### config.mk
export PLATFORM = sky130hd
export DESIGN_NAME = instr_sequencer
export DESIGN_NICKNAME = d
export VERILOG_FILES = /design/src/rtl/instr_sequencer_pkg.sv /design/src/rtl/instr_sequencer_pc_reg.sv /design/src/rtl/instr_sequencer.sv
export SDC_FILE = /design/constraint.sdc
export NUM_CORES = 1
export LEC_CHECK = 0
export ABC_AREA = 1
export CORE_UTILIZATION = 45
export CTS_BUF_LIST = sky130_fd_sc_hd__clkbuf_2
export DETAILED_ROUTE_END_ITERATION = 6
export PLACE_DENSITY_LB_ADDON = 0.08
export SYNTH_ARGS = -nofsm -noshare
export SYNTH_HDL_FRONTEND = slang
export SYNTH_SLANG_ARGS = --single-unit
### constraint.sdc
create_clock -name CLK -period 1.75 [get_ports CLK]
set_input_delay 0.35 -clock CLK [delete_from_list [all_inputs] [get_ports CLK]]
set_output_delay 0.35 -clock CLK [all_outputs]
set_load 0.03 [all_outputs]
### src/rtl/instr_sequencer_pkg.sv
// rtl/instr_sequencer_pkg.sv - shared opcodes, state encoding and width defaults for instr_sequencer
package instr_sequencer_pkg;

    localparam int DEF_ADDR_W  = 8;
    localparam int DEF_INSTR_W = 16;

    localparam logic [4:0] OP_AR   = 5'b00010;
    localparam logic [4:0] OP_T    = 5'b01011;
    localparam logic [4:0] OP_I    = 5'b00001;
    localparam logic [4:0] OP_HALT = 5'b11111;

    typedef enum logic [2:0] {
        ST_IDLE,
        ST_FETCH,
        ST_DECODE,
        ST_EXEC,
        ST_WB,
        ST_HALT
    } state_t;

    function automatic logic is_exec_op(input logic [4:0] op);
        return (op == OP_AR) || (op == OP_T) || (op == OP_I);
    endfunction

endpackage

### src/rtl/instr_sequencer_pc_reg.sv
// rtl/instr_sequencer_pc_reg.sv - program counter: load-zero, hold, increment with wrap
module pc_reg
    import instr_sequencer_pkg::*;
#(
    parameter int ADDR_W = DEF_ADDR_W
) (
    input  logic              i_clk,
    input  logic              i_rst,
    input  logic              i_clr,
    input  logic              i_inc,
    output logic [ADDR_W-1:0] o_pc
);

    logic [ADDR_W-1:0] r_pc;

    always_ff @(posedge i_clk) begin
        if (i_rst || i_clr) begin
            r_pc <= '0;
        end else if (i_inc) begin
            r_pc <= r_pc + ADDR_W'(1);
        end
    end

    assign o_pc = r_pc;

endmodule

### src/rtl/instr_sequencer.sv
// rtl/instr_sequencer.sv - fetch/decode/exec/wb sequencer; SEQ_PERF_CNT_EN adds retired_cnt
module instr_sequencer
    import instr_sequencer_pkg::*;
#(
    parameter int ADDR_W  = DEF_ADDR_W,
    parameter int INSTR_W = DEF_INSTR_W
) (
    input  logic               CLK,
    input  logic               RST,
    input  logic               start,
    input  logic               stall,
    output logic               imem_req,
    output logic [ADDR_W-1:0]  imem_addr,
    input  logic               imem_ack,
    input  logic [INSTR_W-1:0] imem_data,
    output logic [INSTR_W-1:0] ir,
    output logic [4:0]         opcode,
    output logic               alu_en,
    output logic               wb_en,
    output logic               busy,
    output logic               halted,
`ifdef SEQ_PERF_CNT_EN
    output logic               illegal,
    output logic [15:0]        retired_cnt
`else
    output logic               illegal
`endif
);

    state_t               r_state;
    state_t               w_next;
    logic                 w_take;
    logic                 w_hold;
    logic [4:0]           w_data_op;
    logic [INSTR_W-1:0]   r_ir;
    logic                 r_imem_req;
    logic                 r_alu_en;
    logic                 r_wb_en;
    logic                 r_busy;
    logic                 r_halted;
    logic                 r_illegal;
    logic [ADDR_W-1:0]    w_pc;

    assign opcode    = r_ir[INSTR_W-1 -: 5];
    assign w_data_op = imem_data[INSTR_W-1 -: 5];

    // Stall freezes every busy state, and in FETCH it outranks imem_ack.
    always_comb begin
        w_next = r_state;
        w_take = 1'b0;
        w_hold = stall && (r_state inside {ST_FETCH, ST_DECODE, ST_EXEC, ST_WB});
        case (r_state)
            ST_IDLE:   if (start) w_next = ST_FETCH;
            ST_FETCH:  if (imem_ack) begin
                           w_next = ST_DECODE;
                           w_take = 1'b1;
                       end
            ST_DECODE: begin
                           if (opcode == OP_HALT)      w_next = ST_HALT;
                           else if (is_exec_op(opcode)) w_next = ST_EXEC;
                           else                         w_next = ST_FETCH;
                       end
            ST_EXEC:   w_next = ST_WB;
            ST_WB:     w_next = ST_FETCH;
            ST_HALT:   w_next = ST_HALT;
            default:   w_next = ST_IDLE;
        endcase
        if (w_hold) begin
            w_next = r_state;
            w_take = 1'b0;
        end
    end

    // Outputs are registered from the upcoming state so they line up with it.
    always_ff @(posedge CLK) begin
        if (RST) begin
            r_state    <= ST_IDLE;
            r_ir       <= '0;
            r_imem_req <= 1'b0;
            r_alu_en   <= 1'b0;
            r_wb_en    <= 1'b0;
            r_busy     <= 1'b0;
            r_halted   <= 1'b0;
            r_illegal  <= 1'b0;
        end else begin
            r_state    <= w_next;
            if (w_take) r_ir <= imem_data;
            r_imem_req <= (w_next == ST_FETCH);
            r_alu_en   <= !w_hold && (w_next == ST_EXEC);
            r_wb_en    <= !w_hold && (w_next == ST_WB);
            r_busy     <= w_next inside {ST_FETCH, ST_DECODE, ST_EXEC, ST_WB};
            r_halted   <= (w_next == ST_HALT);
            r_illegal  <= w_take && !is_exec_op(w_data_op) && (w_data_op != OP_HALT);
        end
    end

    pc_reg #(.ADDR_W(ADDR_W)) u_pc_reg (
        .i_clk (CLK),
        .i_rst (RST),
        .i_clr ((r_state == ST_IDLE) && start),
        .i_inc (w_take),
        .o_pc  (w_pc)
    );

`ifdef SEQ_PERF_CNT_EN
    logic [15:0] r_retired_cnt;

    always_ff @(posedge CLK) begin
        if (RST) begin
            r_retired_cnt <= '0;
        end else if (!w_hold && (w_next == ST_WB)) begin
            r_retired_cnt <= r_retired_cnt + 16'd1;
        end
    end

    assign retired_cnt = r_retired_cnt;
`endif

    assign imem_req  = r_imem_req;
    assign imem_addr = w_pc;
    assign ir        = r_ir;
    assign alu_en    = r_alu_en;
    assign wb_en     = r_wb_en;
    assign busy      = r_busy;
    assign halted    = r_halted;
    assign illegal   = r_illegal;

endmodule

Yosys cells after proc, flatten, opt, wreduce, memory -nomap -nowiden

Index checks and enable logic that the tools add are counted.

Output and inout bits: 35
Register bits: 33
Input port bits: 21

Multiplexer cells: 9
Reductions and logical operators: 16
Equality and inequality tests: 18
Add/subtract/negate cells: 1

Operator list:

| operator              | count |
|---|---|
| $pmux W3 S6           | 1 |
| $eq A3 B2 Y1 const B  | 4 |
| $eq A3 B3 Y1 const B  | 4 |
| $mux W3               | 4 |
| $eq A5 B1 Y1 const B  | 2 |
| $eq A5 B2 Y1 const B  | 2 |
| $eq A5 B4 Y1 const B  | 2 |
| $add A8 B1 Y8 const B | 1 |
| $reduce_bool A4 Y1    | 2 |
| $eq A3 B1 Y1 const B  | 2 |
| $logic_and A1 B1 Y1   | 6 |
| $eq A5 B5 Y1 const B  | 1 |
| $logic_or A1 B1 Y1    | 5 |
| $ne A5 B5 Y1 const B  | 1 |
| $logic_not A3 Y1      | 1 |
| $mux W1               | 3 |
| $logic_not A1 Y1      | 2 |
| $mux W2               | 1 |

Logic depth before layout (Yosys ltp)

Word-level depth: 9
Gate-level depth with buffers: 10
Gate-level depth less buffers: 10

Hierarchy

From an unflattened synthesis, not the netlist that was laid out.

Cells, all modules: 200
Area, all modules: 1490.2 µm²

Modules (own cells, without submodules):

| module          | area each (µm²) | sequential area each (µm²) | cells each | instances |
|---|---|---|---|---|
| instr_sequencer | 1112.3          | 500.5                      | 150        | 1 |
| pc_reg          | 377.9           | 160.2                      | 50         | 1 |

Least setup slack after synthesis

No wires, ideal clock.

Path kind: register to register
Start point: register r_ir[12] (netlist: ir[12])
End point: register r_wb_en (netlist: wb_en)
Stages on the path, launching flop included: 7
Required time: 1.672 ns
Path buffers: 0
Arrival time: 1.240 ns
Slack: 0.432 ns
Cell sequence: dfxtp_1 > nand3_1 > o21ai_0 > nand2_1 > a21oi_2 > nand2_1 > nor3_1

Longest elaborated chain between the ends: 9

Ends and longest elaborated chain:

| item                                                | RTL line                  | RTL |
|---|---|---|
| from (decl)                                         | instr_sequencer.sv:35     | `logic [INSTR_W-1:0] r_ir;` |
| from (signal assigned)                              | instr_sequencer.sv:87     | `if (w_take) r_ir <= imem_data;` |
| $eq A5 B2 Y1 / $eq A5 B4 Y1 (equally long branches) | instr_sequencer_pkg.sv:22 | `return (op == OP_AR) \|\| (op == OP_T) \|\| (op == OP_I);` |
| $logic_or A1 B1 Y1 (2 in series)                    | instr_sequencer_pkg.sv:22 |  |
| $mux W2                                             | instr_sequencer.sv:60     | `else if (is_exec_op(opcode)) w_next = ST_EXEC;` |
| $mux W3 (*)                                         | instr_sequencer.sv:59     | `if (opcode == OP_HALT) w_next = ST_HALT;` |
| $pmux W3 S6 (*)                                     | instr_sequencer.sv:52     | `case (r_state)` |
| $mux W3 (*)                                         | instr_sequencer.sv:68     | `if (w_hold) begin` |
| $eq A3 B3 Y1 (*)                                    | instr_sequencer.sv:90     | `r_wb_en <= !w_hold && (w_next == ST_WB);` |
| $logic_and A1 B1 Y1 (*)                             | instr_sequencer.sv:90     |  |
| to (signal assigned)                                | instr_sequencer.sv:90     |  |
| to (decl)                                           | instr_sequencer.sv:38     | `logic r_wb_en;` |

Mark *: on every way between the ends. The rest lies on a longest branch, timed or not.
A chain may end at the register's enable or synchronous reset.

Worst setup path in the final report

Start point: register u_pc_reg.r_pc[2] (netlist: u_pc_reg.o_pc[2])
End point: output imem_addr[2]

RTL lines:

| item                   | RTL line                     | RTL |
|---|---|---|
| from (decl)            | instr_sequencer_pc_reg.sv:14 | `logic [ADDR_W-1:0] r_pc;` |
| from (signal assigned) | instr_sequencer_pc_reg.sv:20 | `r_pc <= r_pc + ADDR_W'(1);` |
| to (decl)              | instr_sequencer.sv:13        | `output logic [ADDR_W-1:0] imem_addr,` |

No word-level cell between the ends.

==> results.py <==
metrics = {
    "worst_setup_path": {
        "required_ps": 1400,
        "cp.depth": 1,
        "arrival_ps": 1250,
        "cpPeakStageDelay_ps": 440,
        "worst_setup_path_start_kind": "flip-flop",
        "r2r-start": "r_state[1]",
        "crit_buf_inv": 1,
        "worstSetupPathType": "reg -> out",
        "r2r_slack_ps": 160,
        "reg2reg_depth": 9,
        "path_delay_family": "flip-flops",
        "crit_chain": "dlygate4sd2_1",
        "r2r_end": "ir[0]",
        "cp_max_fo": 6,
        "endpoint_kind": "output pin",
        "slowest_stage": "dfxtp_1",
    },
    "clock_network": {
        "ctsLongestPathBuffers": 2,
        "clk_latency_ps": 380,
        "post-cts-setup-buffers": 0,
        "clk_pin_slew_worst_paths_ps": 170,
        "cts_buffers": 5,
        "cts_tree": "built",
        "cts_root_buffer": "clkbuf_2",
        "hold_buffers": 0,
        "clkSinkCount": 33,
        "htreeDepth": 2,
    },
    "global_routing": {
        "antenna_found_initial": 0,
        "grt_pass1_vias": 1253,
        "grt_max_degree": 20,
        "grt_first_pass_wirelength_um": 5395,
        "overflow": 0,
        "grtUsageTotal_pct": 20.31,
    },
    "placed_design": {
        "io_buffers": 55,
        "place_inst": 301,
        "post-dp-hpwl_um": 2478,
        "dp_slack_ps": -38.35,
        "gp_congestion": 0.8353,
    },
    "logic_synthesis": {
        "synth_cell_types": 28,
        "synth_edf_count": 0,
        "syn_nets": 226,
        "synth_area_um2": 1519,
        "syn-mean-instance-area_um2": 7.446,
        "syn_inst": 204,
        "yosysSeqAreaShare_pct": 43.49,
        "yosys_warnings": 0,
        "synthFlopType": "dfxtp_1",
        "synth_seq_cells": 33,
        "synth-async-reset-ratio_pct": 0,
    },
    "sta": {
        "fin_crit_ps": 1596,
        "setup_viol": 0,
        "hold_ws_ps": 508.4,
        "rsz0062_at_grt": "false",
        "min_period_over_period_pct": 91.19,
        "slew_violations": 0,
        "hold_viol_final": 0,
        "fin_worst_skew_ps": 19.49,
        "tightest_slew_ps": 349.5,
        "max_freq_mhz": 626.7,
        "max_slew_margin_pct": 76.67,
        "finalWorstSetupSlack_ps": 154.2,
    },
    "floorplanning": {
        "rows": 20,
        "dieArea_um2": 3612,
        "core_um2": 3128,
        "start_util_pct": 48.56,
        "die_h_um": 60.10,
        "die_width_um": 60.10,
        "ios": 56,
    },
    "route": {
        "ant_nets": 0,
        "drc": 0,
        "drt_first_pass_iters": 4,
        "dr.first_iter.drc_count": 68,
        "avgViaCountPerCell": 4.796,
        "drt-wirelength-per-cell_um": 10.70,
        "vias": 1482,
        "wirelength_um": 3306,
    },
    "cells_and_area": {
        "syn_to_final_growth_pct": 40.45,
        "fillers": 298,
        "stdcell_count": 309,
        "drive_gt1_share_pct": 10.19,
        "final_nets": 286,
        "diodes": 0,
    },
    "worst_hold_path": {
        "hold_depth": 2,
        "worstHoldStart": "u_pc_reg.o_pc[7]",
        "hold_end": "u_pc_reg.o_pc[7]",
        "hold_class": "reg -> reg",
    },
    "run_status": {
        "status": "completed",
    },
    "run": {
        "maxCapViolations": 0,
    },
    "pwr": {
        "p_leak_nw": 1.051,
        "power_density_nw_per_um2": 775.5,
        "peakVddDrop_mv": 0.4620,
    },
}
## per-stage QoR
step / TNS (ps) / util (%) / cell area [µm²] / power, W
2_1_floorplan: 0 / - / 1519 / 0.001162
3_3_place_gp: -0.3331 / 68.40 / 2140 / 0.001367
3_5_place_dp: -80.46 / 68.40 / 2140 / 0.001372
4_1_cts: 0 / 68.20 / 2133 / 0.001676
5_1_grt: 0 / 68.20 / 2133 / 0.001757
6_report: 0 / 68.20 / 2133 / 0.001654
## flip-flops by register name, summed over array words and instances (netlist names)
signal         flops
alu_en             1
halted             1
ir                16
wb_en              1
busy               1
imem_req           1
illegal            1
r_state            3
u_pc_reg.o_pc      8
## routing by layer
layer | vias up | routed length (µm) | GRT usage (%) | share of wire (%)
li1 | 773 | - | - | -
met1 | 660 | 1537 | 25.63 | 46
met2 | 44 | 1539 | 31.55 | 47
met3 | 5 | 183 | 6.926 | 5.5
met4 | 0 | 45 | 7.973 | 1.4
met5 | - | 0 | 0 | 0
## Yosys cell counts, types with 3 or more instances
cell type / number / share of area (%)
nand2_1: 39 / 9.6
dfxtp_1: 33 / 43
nor2_1: 31 / 7.7
inv_1: 17 / 4.2
a21oi_1: 14 / 4.6
nand3_1: 14 / 4.6
o21ai_0: 14 / 4.6
buf_4: 5 / 2.5
nor3_1: 4 / 1.3
xnor2_1: 4 / 2.3
inv_2: 3 / 0.74
nand4_1: 3 / 1.2
o21ai_1: 3 / 0.99
## cells by family (layout without fill, tap and decap cells)
| kind of cell | after synthesis | in the layout | share of synthesized area (%) |
|---|---|---|---|
| AND/OR/NAND/NOR | 98 | 98 | 28.83 |
| XOR/XNOR | 5 | 5 | 2.883 |
| buffers and inverters | 31 | 92 | 10.05 |
| flip-flops | 33 | 33 | 43.49 |
| AO/OA/AOI/OAI | 36 | 36 | 13.92 |
| adder cells (fa/ha/maj) | 1 | 1 | 0.8236 |
## cell usage in the layout, fill, tap and decap left out, types with 3 or more instances in the layout
master	instances
a21oi_1	14
buf_4	7
clkbuf_2	5
clkdlybuf4s50_1	20
dfxtp_1	33
dlygate4sd2_1	35
inv_1	17
inv_2	3
nand2_1	39
nand3_1	14
nand4_1	3
nor2_1	31
nor3_1	4
o21ai_0	14
o21ai_1	3
xnor2_1	4
## worst max-delay path by stage
stage | from | end | slack (ps)
finish | u_pc_reg.o_pc[2] | imem_addr[2] | 150
global route | r_state[1] | ir[0] | 10
CTS | u_pc_reg.o_pc[2] | imem_addr[2] | 110
detailed placement | stall | ir[0] | -40
global placement | stall | ir[0] | -0.3
floorplan | ir[12] | wb_en | 430
## area by class of cell
type / count / area [µm²] / area share [%]
clock buffer: 5 / 25.02 / 1.173
clock inverter: 3 / 12.51 / 0.5865
inverter: 20 / 75.07 / 3.519
multi-input combinational: 140 / 705.7 / 33.08
sequential: 33 / 660.6 / 30.97
tap: 44 / 55.05 / 2.581
timing repair buffer: 64 / 599.3 / 28.09
## report_power, final
part / leakage, nW / internal [W] / total [W] / switching [W]
Sequential: 0.268 / 0.000804 / 0.000834 / 0.0000305
Clock: 0.0278 / 0.0000873 / 0.000342 / 0.000255
Combinational: 0.755 / 0.000183 / 0.000478 / 0.000295
## what timing repair did
action | 4_1_cts | 5_1_grt
hold endpoints to repair | 0 | 0
setup endpoints to repair | 35 | 0
resized for setup | 35 | 0
(Power assumes the default switching activity.)
==> edit 1, RTL diff (config.mk and constraints unchanged) <==
Add a define of `SEQ_PERF_CNT_EN`.
--- a/src/rtl/instr_sequencer.sv
+++ b/src/rtl/instr_sequencer.sv
@@ -1,2 +1,4 @@
 // rtl/instr_sequencer.sv - fetch/decode/exec/wb sequencer; SEQ_PERF_CNT_EN adds retired_cnt
+`define SEQ_PERF_CNT_EN
+
 module instr_sequencer
Function (old outputs only; new: retired_cnt): kept (equiv_simple and equiv_induct, registers matched by name and starting in step).
==> edit 1 against the original RTL <==
  * Clock power grew 74%
  * Critical path type unchanged
  * Combinational power grew 7.5%
  * Non-clock buffer count grew 30
  * Hold slack lost 63 ps
  * Power grew 39%
  * Highest routed layer unchanged
  * Sequential cell count grew 16
  * Count of clock-buffer cells in the layout is the same
  * Largest power group unchanged
  * Worst setup slack lost 64 ps
  * Design area grew 56%
  * Clock skew shrank 2.1 ps
  * Area after synthesis grew 60%
  * Routed wire length grew 72%
==> edit 1: results (changes against the original RTL) <==
finalPower_mw: 2.29  # +39%
ys_top_cells_by_area: "dfxtp_1 40%, nand2_1 13%, a21oi_1 8.0%, nand4_1 5.4%, nor2_1 4.8%"
min-delay-start: "imem_data[2]"
use_met1: 0.279  # +0.0224
critPathMaxStageDelay_ps: 480  # +40 ps
synthesis.instances: 340  # +67%
hold_slack_ps: 445  # -63.4 ps
synth_fp_nets: 363  # +61%
path_clk_slew_ps: 250  # +80 ps
yosysUniqueCellTypes: 29  # +3.6%
p_sw_mw: 0.691  # +19%
dp.cells: 488  # +62%
layout-drive-gt1-share: 0.129  # +0.0272
grt_use_total: 0.213  # +0.0102
synth_warnings: 0  # unchanged
wl_met2_um: 2640  # +72%
fin_nets: 448  # +57%
yosys-top-cells-count: "86 x nand2_1, 49 x dfxtp_1, 39 x a21oi_1"
dr_wl_met3_um: 383  # +110%
worstHoldPathCells: 3  # +1
pg_clk_mw: 0.594  # +74%
place_congestion: 0.876  # +4.8%
ir_drop_mv: 0.476  # +3.1%
status: "finished clean"
wirelength_um: 5700  # +72%
dp_slack_ps: -130  # -92.1 ps
grt_pass1_wl_um: 9360  # +74%
tightestPinTransition_ps: 356  # +6.73 ps
r2r_start: "r_state[0]$_SDFF_PP0_"
drt_iter0_drc: 97  # +43%
wl_per_cell_um: 11.5  # +7.4%
worstReg2RegEnd: "retired_cnt[0]$_SDFFE_PP0P_"
grt_use_met2: 0.350  # +0.0347
grt_pass1_vias: 2133  # +70%
grt_use_met3: 0.0529  # -0.0164
grt_start_max_net_pins: 19  # -5.0%
pwr-share-seq: 0.517  # +0.013
drt-met1-wl_um: 2590  # +69%
leakagePower_nw: 1.49  # +42%
skew_ps: 17.4  # -2.12 ps
clock_latency_ps: 410  # +30 ps
hold_path_end: "ir[2]$_SDFFE_PP0P_"
synth-seq-area-share: 0.405  # -0.0304
port_buffers: 71  # +29%
viasPerCell: 4.96  # +3.5%
hpwl_um: 4300  # +74%
r2r_setup_slack_ps: 140  # -20 ps
min_path_type: "input port to register"
critPathArrivalTime_ps: 1310  # +60 ps
edit 1: cell count changes after synthesis, sizes merged, moves of 5 or more:
cell   unedited run  this run
nand2            42        88
a21oi            17        40
dfxtp            33        49
o21ai            17        12
xor2              1         7
inv              20        33
nand4             3        21
edit 1: kinds of logic (layout without fill, tap and decap cells):
group	Yosys count	after routing	share of synthesized area
flops	49	49	0.405
fa+ha+maj	2	2	0.0103
compound gates	54	54	0.119
buf+inv	49	135	0.0918
xor+xnor	11	11	0.0397
simple gates	175	175	0.335
edit 1: worst max-delay path by stage:
stage / startpoint / slack [ps] / cells after the start / end
after floorplan: ir[12]$_SDFFE_PP0P_ / 50 / 10 / retired_cnt[8]$_SDFFE_PP0P_
after global placement: stall / -90 / 8 / retired_cnt[1]$_SDFFE_PP0P_
after detailed placement: stall / -130 / 9 / retired_cnt[0]$_SDFFE_PP0P_
after CTS: retired_cnt[0]$_SDFFE_PP0P_ / 10 / 2 / retired_cnt[0]
after global routing: r_state[0]$_SDFF_PP0_ / -10 / 10 / retired_cnt[0]$_SDFFE_PP0P_
final: retired_cnt[3]$_SDFFE_PP0P_ / 90 / 1 / retired_cnt[3]
edit 1: timing repair:
action	4_1_cts	5_1_grt
setup endpoints to repair	51	26
resized for setup	51	18
setup buffers	0	0
edit 1: layout make-up:
class,count,area (um2)
Inverter,33,124
Multi-Input combinational cell,242,1220
Tap cell,70,87.6
Sequential cell,49,988
Fill cell,517,1810
Clock buffer,5,25.0
Timing Repair Buffer,94,841
Clock inverter,3,41.3
edit 1: stage by stage:
stage / util / cell area, um2
after floorplan: - / 2420
after global placement: 0.649 / 3330
after detailed placement: 0.649 / 3330
after CTS: 0.649 / 3340
after global routing: 0.648 / 3330
final: 0.648 / 3330
==> edit 2, RTL diff (same flow settings) <==
Without the edit above. The package constant `DEF_INSTR_W` goes from 16 to 12.
--- a/src/rtl/instr_sequencer_pkg.sv
+++ b/src/rtl/instr_sequencer_pkg.sv
@@ -4,3 +4,3 @@
     localparam int DEF_ADDR_W  = 8;
-    localparam int DEF_INSTR_W = 16;
+    localparam int DEF_INSTR_W = 12;
 
Interface: changed (resized imem_data and ir); port bits go from 56 to 48. No check against the original RTL was run, so the function may have changed too.
==> edit 2 against the original RTL <==
  * Design area down 10%
  * Power down 10%
  * Sequential cell count down 4
  * Maximum frequency down 5.2%
  * Worst setup slack worse by 87 ps
  * The flow now finishes with violations (DRC)
  * Synthesized cell count down 11%
  * Largest cell class unchanged
  * Routed wire length down 0.60%
  * Area after synthesis down 9.1%
  * First-iteration DRC count up 7.4%
==> edit 2: results (changes against the original RTL) <==
wl_met2_um: 1720  # +12%
wirelength_um: 3290  # -0.60%
hpwl_um: 2440  # -1.6%
clock_latency_ps: 340  # -40 ps
ir_drop_mv: 0.586  # +27%
synth_adder_area_share: 0.00907  # +0.000829
viasPerCell: 5.12  # +6.7%
ys_top_cells_by_area: "dfxtp_1 42%, nand2_1 12%, a21oi_1 6.5%, inv_1 5.7%, nor2_1 3.5%"
ys_ff_latch: 29  # -12%
grt_use_total: 0.213  # +0.00999
cp_top_family: "simple AND/OR/NAND/NOR gates"
grt_pass1_wl_um: 5480  # +1.5%
synth_fp_nets: 199  # -12%
n_all_buffers: 53  # -17%
drcViolationCount: 4  # +4
skew_ps: 10.9  # -8.60 ps
grt_use_met2: 0.382  # +0.0665
critPathArrivalTime_ps: 1910  # +660 ps
fmax_ghz: 0.594  # -5.2%
drt-met1-wl_um: 1310  # -15%
clock_area_frac: 0.0209  # +0.00331
area_growth_syn_to_layout_pct: 38.8
status: "finished with violations"
crit_path_max_fanout: 9  # +3
violations: "DRC"
port_buffers: 47  # -15%
placed_area_um2: 1870  # -13%
yosysUniqueCellTypes: 27  # -3.6%
nonClkBufAreaFrac: 0.272  # -0.00922
dp.cells: 257  # -15%
syn_avg_cell_area_um2: 7.62  # +2.4%
nonClockInverterCount: 23  # +15%
yosys-top-cells-count: "43 x nand2_1, 29 x dfxtp_1, 21 x inv_1"
largest_reg_flops: 12  # -4
critPathMaxStageDelay_ps: 480  # +40 ps
tap_cells: 31  # -30%
fin_nets: 251  # -12%
drt_iter0_drc: 73  # +7.4%
dr_wl_met3_um: 179  # -2.2%
r2r_start: "r_state[2]$_SDFF_PP0_"
r2r_setup_slack_ps: 70  # -90 ps
dp_slack_ps: -5.00  # +33.3 ps
edit 2: cell count changes in the layout (fill, tap and decap cells not counted), moves of 3 or more:
| cell | before | now |
|---|---|---|
| dlygate4sd2_1 | 35 | 18 |
| inv_1 | 17 | 21 |
| nand2_1 | 39 | 43 |
| a21oi_1 | 14 | 18 |
| nor2_1 | 31 | 13 |
| dfxtp_1 | 33 | 29 |
| o21ai_0 | 14 | 7 |
| nor2_2 | 0 | 4 |
| dlymetal6s2s_1 | 0 | 11 |
| o21ai_1 | 3 | 0 |
| nand3_1 | 14 | 9 |
edit 2: path summary, 6_finish.rpt:
kind | depth (start not counted) | end
setup reg to reg | 8 | busy$_SDFF_PP0_
setup / recovery | 8 | busy$_SDFF_PP0_
hold / removal | 2 | ir[3]$_SDFFE_PP0P_
hold reg to reg | 2 | ir[3]$_SDFFE_PP0P_
edit 2: power by group:
group	switching, mW	internal [mW]
Combinational	0.266	0.158
Sequential	0.0318	0.700
Clock	0.229	0.101
Total	0.527	0.959
